[src/rtl/rr_packet_arbiter_pkg.sv]
// Shared types and helpers for the round-robin packet arbiter.
package rr_packet_arbiter_pkg;

  // ARB: choose a new winner each beat; LOCKED: one owner holds the grant until its last beat.
  typedef enum logic {
    ARB    = 1'b0,
    LOCKED = 1'b1
  } arb_state_e;

  // Wrapped increment; written out explicitly so non-power-of-two counts wrap at n-1.
  function automatic int unsigned next_idx(input int unsigned idx, input int unsigned n);
    return (idx == n - 32'd1) ? 32'd0 : idx + 32'd1;
  endfunction

endpackage

[src/rtl/rr_packet_arbiter_select.sv]
// Combinational round-robin pick: lowest valid index at or above the pointer,
// falling back to the lowest valid index overall when none sit at or above it.
module rr_select
  import rr_packet_arbiter_pkg::*;
#(
  parameter int NUM_REQ = 4,
  parameter int IDX_W   = $clog2(NUM_REQ)
) (
  input  logic [NUM_REQ-1:0] i_valid,
  input  logic [IDX_W-1:0]   i_ptr,
  output logic [IDX_W-1:0]   o_winner,
  output logic               o_any_valid
);

  logic [NUM_REQ-1:0] w_masked;
  logic [IDX_W-1:0]   w_pick_masked;
  logic [IDX_W-1:0]   w_pick_all;

  // Build the pointer mask and find the lowest set index in both groups.
  always_comb begin
    w_masked      = '0;
    w_pick_masked = '0;
    w_pick_all    = '0;
    for (int i = 0; i < NUM_REQ; i++) begin
      if (i >= int'(i_ptr)) w_masked[i] = i_valid[i];
    end
    // Scan downward so the last hit is the lowest index.
    for (int i = NUM_REQ - 1; i >= 0; i--) begin
      if (w_masked[i]) w_pick_masked = IDX_W'(i);
      if (i_valid[i])  w_pick_all    = IDX_W'(i);
    end
  end

  assign o_winner    = (|w_masked) ? w_pick_masked : w_pick_all;
  assign o_any_valid = |i_valid;

endmodule

[src/rtl/rr_packet_arbiter.sv]
// Round-robin arbiter with packet lock: NUM_REQ valid/ready/last streams share
// one registered output stream that carries the source index with each beat.
module rr_packet_arbiter
  import rr_packet_arbiter_pkg::*;
#(
  parameter int NUM_REQ    = 4,
  parameter int DATA_WIDTH = 32,
  parameter int IDX_W      = $clog2(NUM_REQ)
) (
  input  logic                                clk_i,
  input  logic                                arst_ni,
  input  logic [NUM_REQ-1:0]                  req_valid_i,
  input  logic [NUM_REQ-1:0][DATA_WIDTH-1:0]  req_data_i,
  input  logic [NUM_REQ-1:0]                  req_last_i,
  output logic [NUM_REQ-1:0]                  req_ready_o,
  output logic                                out_valid_o,
  output logic [DATA_WIDTH-1:0]               out_data_o,
  output logic                                out_last_o,
  output logic [IDX_W-1:0]                    out_index_o,
  input  logic                                out_ready_i,
  output logic                                locked_o
);

  arb_state_e              r_state;
  arb_state_e              w_state_nxt;
  logic [IDX_W-1:0]        r_ptr;
  logic [IDX_W-1:0]        w_ptr_nxt;
  logic [IDX_W-1:0]        r_owner;
  logic [IDX_W-1:0]        w_owner_nxt;

  logic                    r_out_valid;
  logic [DATA_WIDTH-1:0]   r_out_data;
  logic                    r_out_last;
  logic [IDX_W-1:0]        r_out_index;

  logic [IDX_W-1:0]        w_winner;
  logic                    w_any_valid;
  logic                    w_slot_free;
  logic [NUM_REQ-1:0]      w_ready;
  logic                    w_accept;
  logic [IDX_W-1:0]        w_sel;

  rr_select #(
    .NUM_REQ (NUM_REQ),
    .IDX_W   (IDX_W)
  ) u_select (
    .i_valid     (req_valid_i),
    .i_ptr       (r_ptr),
    .o_winner    (w_winner),
    .o_any_valid (w_any_valid)
  );

  // The output slot can take a beat when empty or when it drains this cycle.
  assign w_slot_free = !r_out_valid || out_ready_i;

  // Next-state, grant and pointer/owner updates; ready is only raised where a beat can be taken.
  always_comb begin
    w_state_nxt = r_state;
    w_ptr_nxt   = r_ptr;
    w_owner_nxt = r_owner;
    w_ready     = '0;
    w_accept    = 1'b0;
    w_sel       = w_winner;
    unique case (r_state)
      ARB: begin
        w_sel = w_winner;
        if (w_slot_free && w_any_valid) begin
          w_ready[w_winner] = 1'b1;
          w_accept          = 1'b1;
          if (req_last_i[w_winner]) begin
            w_ptr_nxt = IDX_W'(next_idx(32'(w_winner), NUM_REQ));
          end else begin
            w_state_nxt = LOCKED;
            w_owner_nxt = w_winner;
          end
        end
      end
      LOCKED: begin
        w_sel = r_owner;
        if (w_slot_free && req_valid_i[r_owner]) begin
          w_ready[r_owner] = 1'b1;
          w_accept         = 1'b1;
          if (req_last_i[r_owner]) begin
            w_state_nxt = ARB;
            w_ptr_nxt   = IDX_W'(next_idx(32'(r_owner), NUM_REQ));
          end
        end
      end
      default: begin
        w_state_nxt = ARB;
      end
    endcase
  end

  // While reset is asserted no requester may see a grant.
  assign req_ready_o = arst_ni ? w_ready : '0;

  // FSM state, round-robin pointer and lock owner.
  always_ff @(posedge clk_i or negedge arst_ni) begin
    if (!arst_ni) begin
      r_state <= ARB;
      r_ptr   <= '0;
      r_owner <= '0;
    end else begin
      r_state <= w_state_nxt;
      r_ptr   <= w_ptr_nxt;
      r_owner <= w_owner_nxt;
    end
  end

  // Output register: capture replaces a draining beat; otherwise clear on drain, hold on stall.
  always_ff @(posedge clk_i or negedge arst_ni) begin
    if (!arst_ni) begin
      r_out_valid <= 1'b0;
      r_out_data  <= '0;
      r_out_last  <= 1'b0;
      r_out_index <= '0;
    end else if (w_accept) begin
      r_out_valid <= 1'b1;
      r_out_data  <= req_data_i[w_sel];
      r_out_last  <= req_last_i[w_sel];
      r_out_index <= w_sel;
    end else if (out_ready_i) begin
      r_out_valid <= 1'b0;
    end
  end

  assign out_valid_o = r_out_valid;
  assign out_data_o  = r_out_data;
  assign out_last_o  = r_out_last;
  assign out_index_o = r_out_index;
  assign locked_o    = (r_state == LOCKED);

endmodule

[config.mk]
export PLATFORM = sky130hd
export DESIGN_NAME = rr_packet_arbiter
export DESIGN_NICKNAME = d
export VERILOG_FILES = /design/src/rtl/rr_packet_arbiter_pkg.sv /design/src/rtl/rr_packet_arbiter_select.sv /design/src/rtl/rr_packet_arbiter.sv
export SDC_FILE = /design/constraint.sdc
export NUM_CORES = 1
export LEC_CHECK = 0
export ABC_AREA = 1
export BUFFER_PORTS_ARGS = -buffer_cell sky130_fd_sc_hd__buf_2
export CAP_MARGIN = 25
export CELL_PAD_IN_SITES_DETAIL_PLACEMENT = 1
export CELL_PAD_IN_SITES_GLOBAL_PLACEMENT = 2
export CORE_ASPECT_RATIO = 1.25
export CORE_MARGIN = 1
export CORE_UTILIZATION = 24
export CTS_CLUSTER_DIAMETER = 100
export DETAILED_ROUTE_END_ITERATION = 8
export GPL_TIMING_DRIVEN = 0
export PLACE_DENSITY_LB_ADDON = 0.1
export SYNTH_ARGS = -nofsm -noshare
export SYNTH_HDL_FRONTEND = slang
export SYNTH_HIERARCHICAL = 1
export SYNTH_SLANG_ARGS = --single-unit
[constraint.sdc]
create_clock -name clk_i -period 3.03 [get_ports clk_i]
set_clock_uncertainty 0.15 [all_clocks]
set_input_delay 0.303 -clock clk_i [delete_from_list [all_inputs] [get_ports clk_i]]
set_output_delay 0.303 -clock clk_i [all_outputs]
set_load 0.05 [all_outputs]
==> summary.md <==
| Metric | Value |
|---|---|
| Via count | 3896 |
| Least-Margin Pin Slew | 0.5335 ns |
| Tcrit/Tclk final | 0.8489 |
| Initial antenna violation count | 3 |
| Critical-path top delay cell | dfrtp_1 |
| Vias per Instance | 4.567 |
| Clk root buf | clkbuf_16 |
| Sequential fraction of the synthesis area | 0.3177 |
| Worst Reg-to-Reg Cells | 14 |
| Synth Area in Adders | 0.03100 |
| Cells taking the most area after synthesis | dfrtp_1, nand2_1, o211ai_1, nand3_1, inv_1 |
| Area delta synth->final | 40.88% |
| Startpoint class of the critical path | flop |
| Combinational family with the most area after synthesis | simple AND/OR/NAND/NOR gates |
| PD cells | 1221 mW/mm2 |
| Syn avg cell area | 6.591 um2 |
| First-pass GRT wire length | 20.86 mm |
| Routed WL | 13.16 mm |
| CTS Buffer Depth | 2 |
| Unrepaired setup endpoints after global routing | false |
| Post-route design area | 0.004549 mm2 |
| Synthesis Warnings | 6 |
| Most frequent CP cell | nand2_1 |
| Clock-pin slew on the worst setup and hold paths | 0.06 ns |
| DR iter-0 viols | 119 |
| DR WL/cell | 15.43 um |
| Site row count | 47 |
| Total Routing Usage GR | 0.1913 |
| Chip height | 131.7 um |
| Post-DRT Antenna Nets | 0 |
| Slew Limit Fails | 0 |
| Post-Syn Instances | 490 |
| Crit-path max FO | 8 |
| CTS H-tree lvls | 2 |
| Min Hold Slack | 0.2098 ns |
| CP peak stage delay | 0.41 ns |
| Pwr Total | 5.553 mW |
| Slew margin rel. | 0.6444 |
| Worst-Skew Late Latency | 0.29 ns |
| VDD IR max | 0.4387 mV |
| Max Clk Rate | 388.8 MHz |
| Max_cap viols | 0 |
| Final net count | 825 |
| Initial core utilization | 0.2452 |
| Count of final setup violators | 0 |
| FF+latch count, synth | 41 |
| Main flop type after synthesis | dfrtp_1 |
| Critical path type | reg2out |
| Proportion of layout cells with a drive suffix above 1 | 0.3373 |
| Worst R2R Setup Slack | 0.55 ns |
| Top delay family on crit path | simple AND/OR/NAND/NOR gates |
| Gpl congestion | 0.7908 |
| Hold Buf Count CTS | 1 |
| Top-count cell post-synth | nand2_1 |
| Syn Std Cell Area | 0.003229 mm2 |
| Cell variety after synth | 24 |
| Total CTS buffers | 5 |
| CTS tree | yes |
| Residual DRC count | 0 |
| Setup_tns | 0 ns |
| Number of synthesized flops with an enable pin | 0 |
| Die Width | 105.8 um |
| Top Ports | 180 |
| CP Capture Type | output pin |
| Top-area cell type share of the netlist area | 0.3177 |
| GRT Residual Overflow | 0 |
| Post-synthesis compound-gate area fraction | 0.2022 |
| Synthesized Nets | 637 |
| Final min period | 2.572 ns |
| Area after DPL | 0.004359 mm2 |
| Status | finished, final reports clean |
| Final Hold Fails | 0 |
| Post-cts sizing count | 0 |
| Mux cell area share after synthesis | 0 |
| Core area | 0.01317 mm2 |
| Post-Synth XOR/XNOR Area | 0 |
| Top post-synthesis cells by count | nand2_1, inv_1, nand3_1, dfrtp_1, o211ai_1 |
| Cell taking the most area after synthesis | dfrtp_1 |
| Stages on worst setup path | 11 |
| Asr flop ratio synth | 1.000 |
| Final Util | 0.3454 |
| Worst hold path class | in2reg |
| WP buf/inv | 2 |
| Port-buffer cells | 179 |
| CP Cell Sequence | nor2_1 > nand2_1 > nand2_1 > nor2_2 > nand2_1 > nand2_1 > inv_1 > ha_1 > nand2_1 > a21oi_1 > buf_2 |
| Crit path DAT | 2.12 ns |
| Die area | 0.01393 mm2 |
| CTS sink cnt | 41 |
| Largest net degree at the start of global routing | 24 |
| Vias in the first global route | 4016 |
| Worst hold path cell count | 5 |
| Leak Pwr | 2.539 nW |
| Post-CTS setup buffers | 0 |
| HPWL after DPL | 10.25 mm |
| DRT Pass-1 Iters | 4 |
| Synth Area in Simple Gates | 0.3123 |
| Critical Path RT | 2.58 ns |
## layer usage
metal / track usage / wire length [um] / share of wire / up-vias
met5: 0 / 0 / 0 / -
met4: 0.06019 / 206 / 0.016 / 0
met3: 0.03125 / 653 / 0.050 / 12
met2: 0.3322 / 6443 / 0.49 / 110
met1: 0.2392 / 5856 / 0.45 / 1801
li1: - / - / - / 1973
## final timing paths
| path | start | to |
|---|---|---|
| worst max register to register | r_ptr[1] | out_data_o[23] |
| worst min-delay path | req_data_i[5] | out_data_o[5] |
| worst max-delay path | r_ptr[1] | req_ready_o[0] |
| min in group asynchronous | arst_ni | out_data_o[28] |
| max in group asynchronous | arst_ni | r_ptr[1] |
| worst min register to register | out_data_o[26] | out_data_o[26] |
## sequential cells by signal, summed over array words and instances (netlist names)
register / flops
r_ptr: 2
out_last_o: 1
out_data_o: 32
out_index_o: 2
out_valid_o: 1
r_owner: 2
locked_o: 1
## cell usage in the layout (no fill, tap or decap), drive strengths merged, types with 3 or more instances in the layout
| master | netlist | routed |
|---|---|---|
| nand2 | 158 | 158 |
| o211ai | 38 | 38 |
| a21oi | 10 | 10 |
| inv | 62 | 62 |
| o21ai | 61 | 61 |
| ha | 8 | 8 |
| buf | 26 | 206 |
| nand3 | 44 | 44 |
| dfrtp | 41 | 41 |
| clkbuf | 4 | 11 |
| diode | 0 | 3 |
| nor2 | 32 | 32 |
| nand4 | 4 | 4 |
## report_power, final
| part | leakage (nW) | switching, mW | internal (mW) | total [mW] |
|---|---|---|---|---|
| sequential | 0.503 | 0.153 | 0.835 | 0.988 |
| clock | 0.0841 | 0.231 | 0.412 | 0.643 |
| combinational | 1.95 | 2.78 | 1.14 | 3.92 |
| total | 2.54 | 3.17 | 2.38 | 5.55 |
## tightest hold or removal path, cell delays in order
cell and delay [ns]:
buf_2 0.08, o211ai_1 0.08, nand2_1 0.06, nand2_1 0.04
nand2_1 0.05
## final cells by class
| type | count | area, um2 |
|---|---|---|
| Inverter | 62 | 235.2 |
| Clock inverter | 1 | 30.03 |
| Buffer | 30 | 206.4 |
| Fill cell | 1780 | 8623 |
| Clock buffer | 7 | 142.6 |
| Sequential cell | 41 | 1026 |
| Antenna cell | 3 | 7.507 |
| Multi-Input combinational cell | 357 | 1762 |
| Tap cell | 171 | 214.0 |
| Timing Repair Buffer | 181 | 925.9 |
## through the flow
step                      worst slack, ns  std cells
after floorplan                    0.6129        490
after CTS                          0.4282        850
after detailed placement           0.4976        841
after global routing               0.2598        853
after global placement             0.5591        840
final                              0.4577        853
## cells by family (layout without fill, tap and decap cells)
logic type               count (synthesis)  in the layout
AND/OR/NAND/NOR                        239            239
AO/OA/AOI/OAI                          110            110
buffers and inverters                   92            281
flip-flops                              41             41
adder cells (fa/ha/maj)                  8              8
other                                    0              3
No activity file was read; power rests on OpenSTA's default activity.
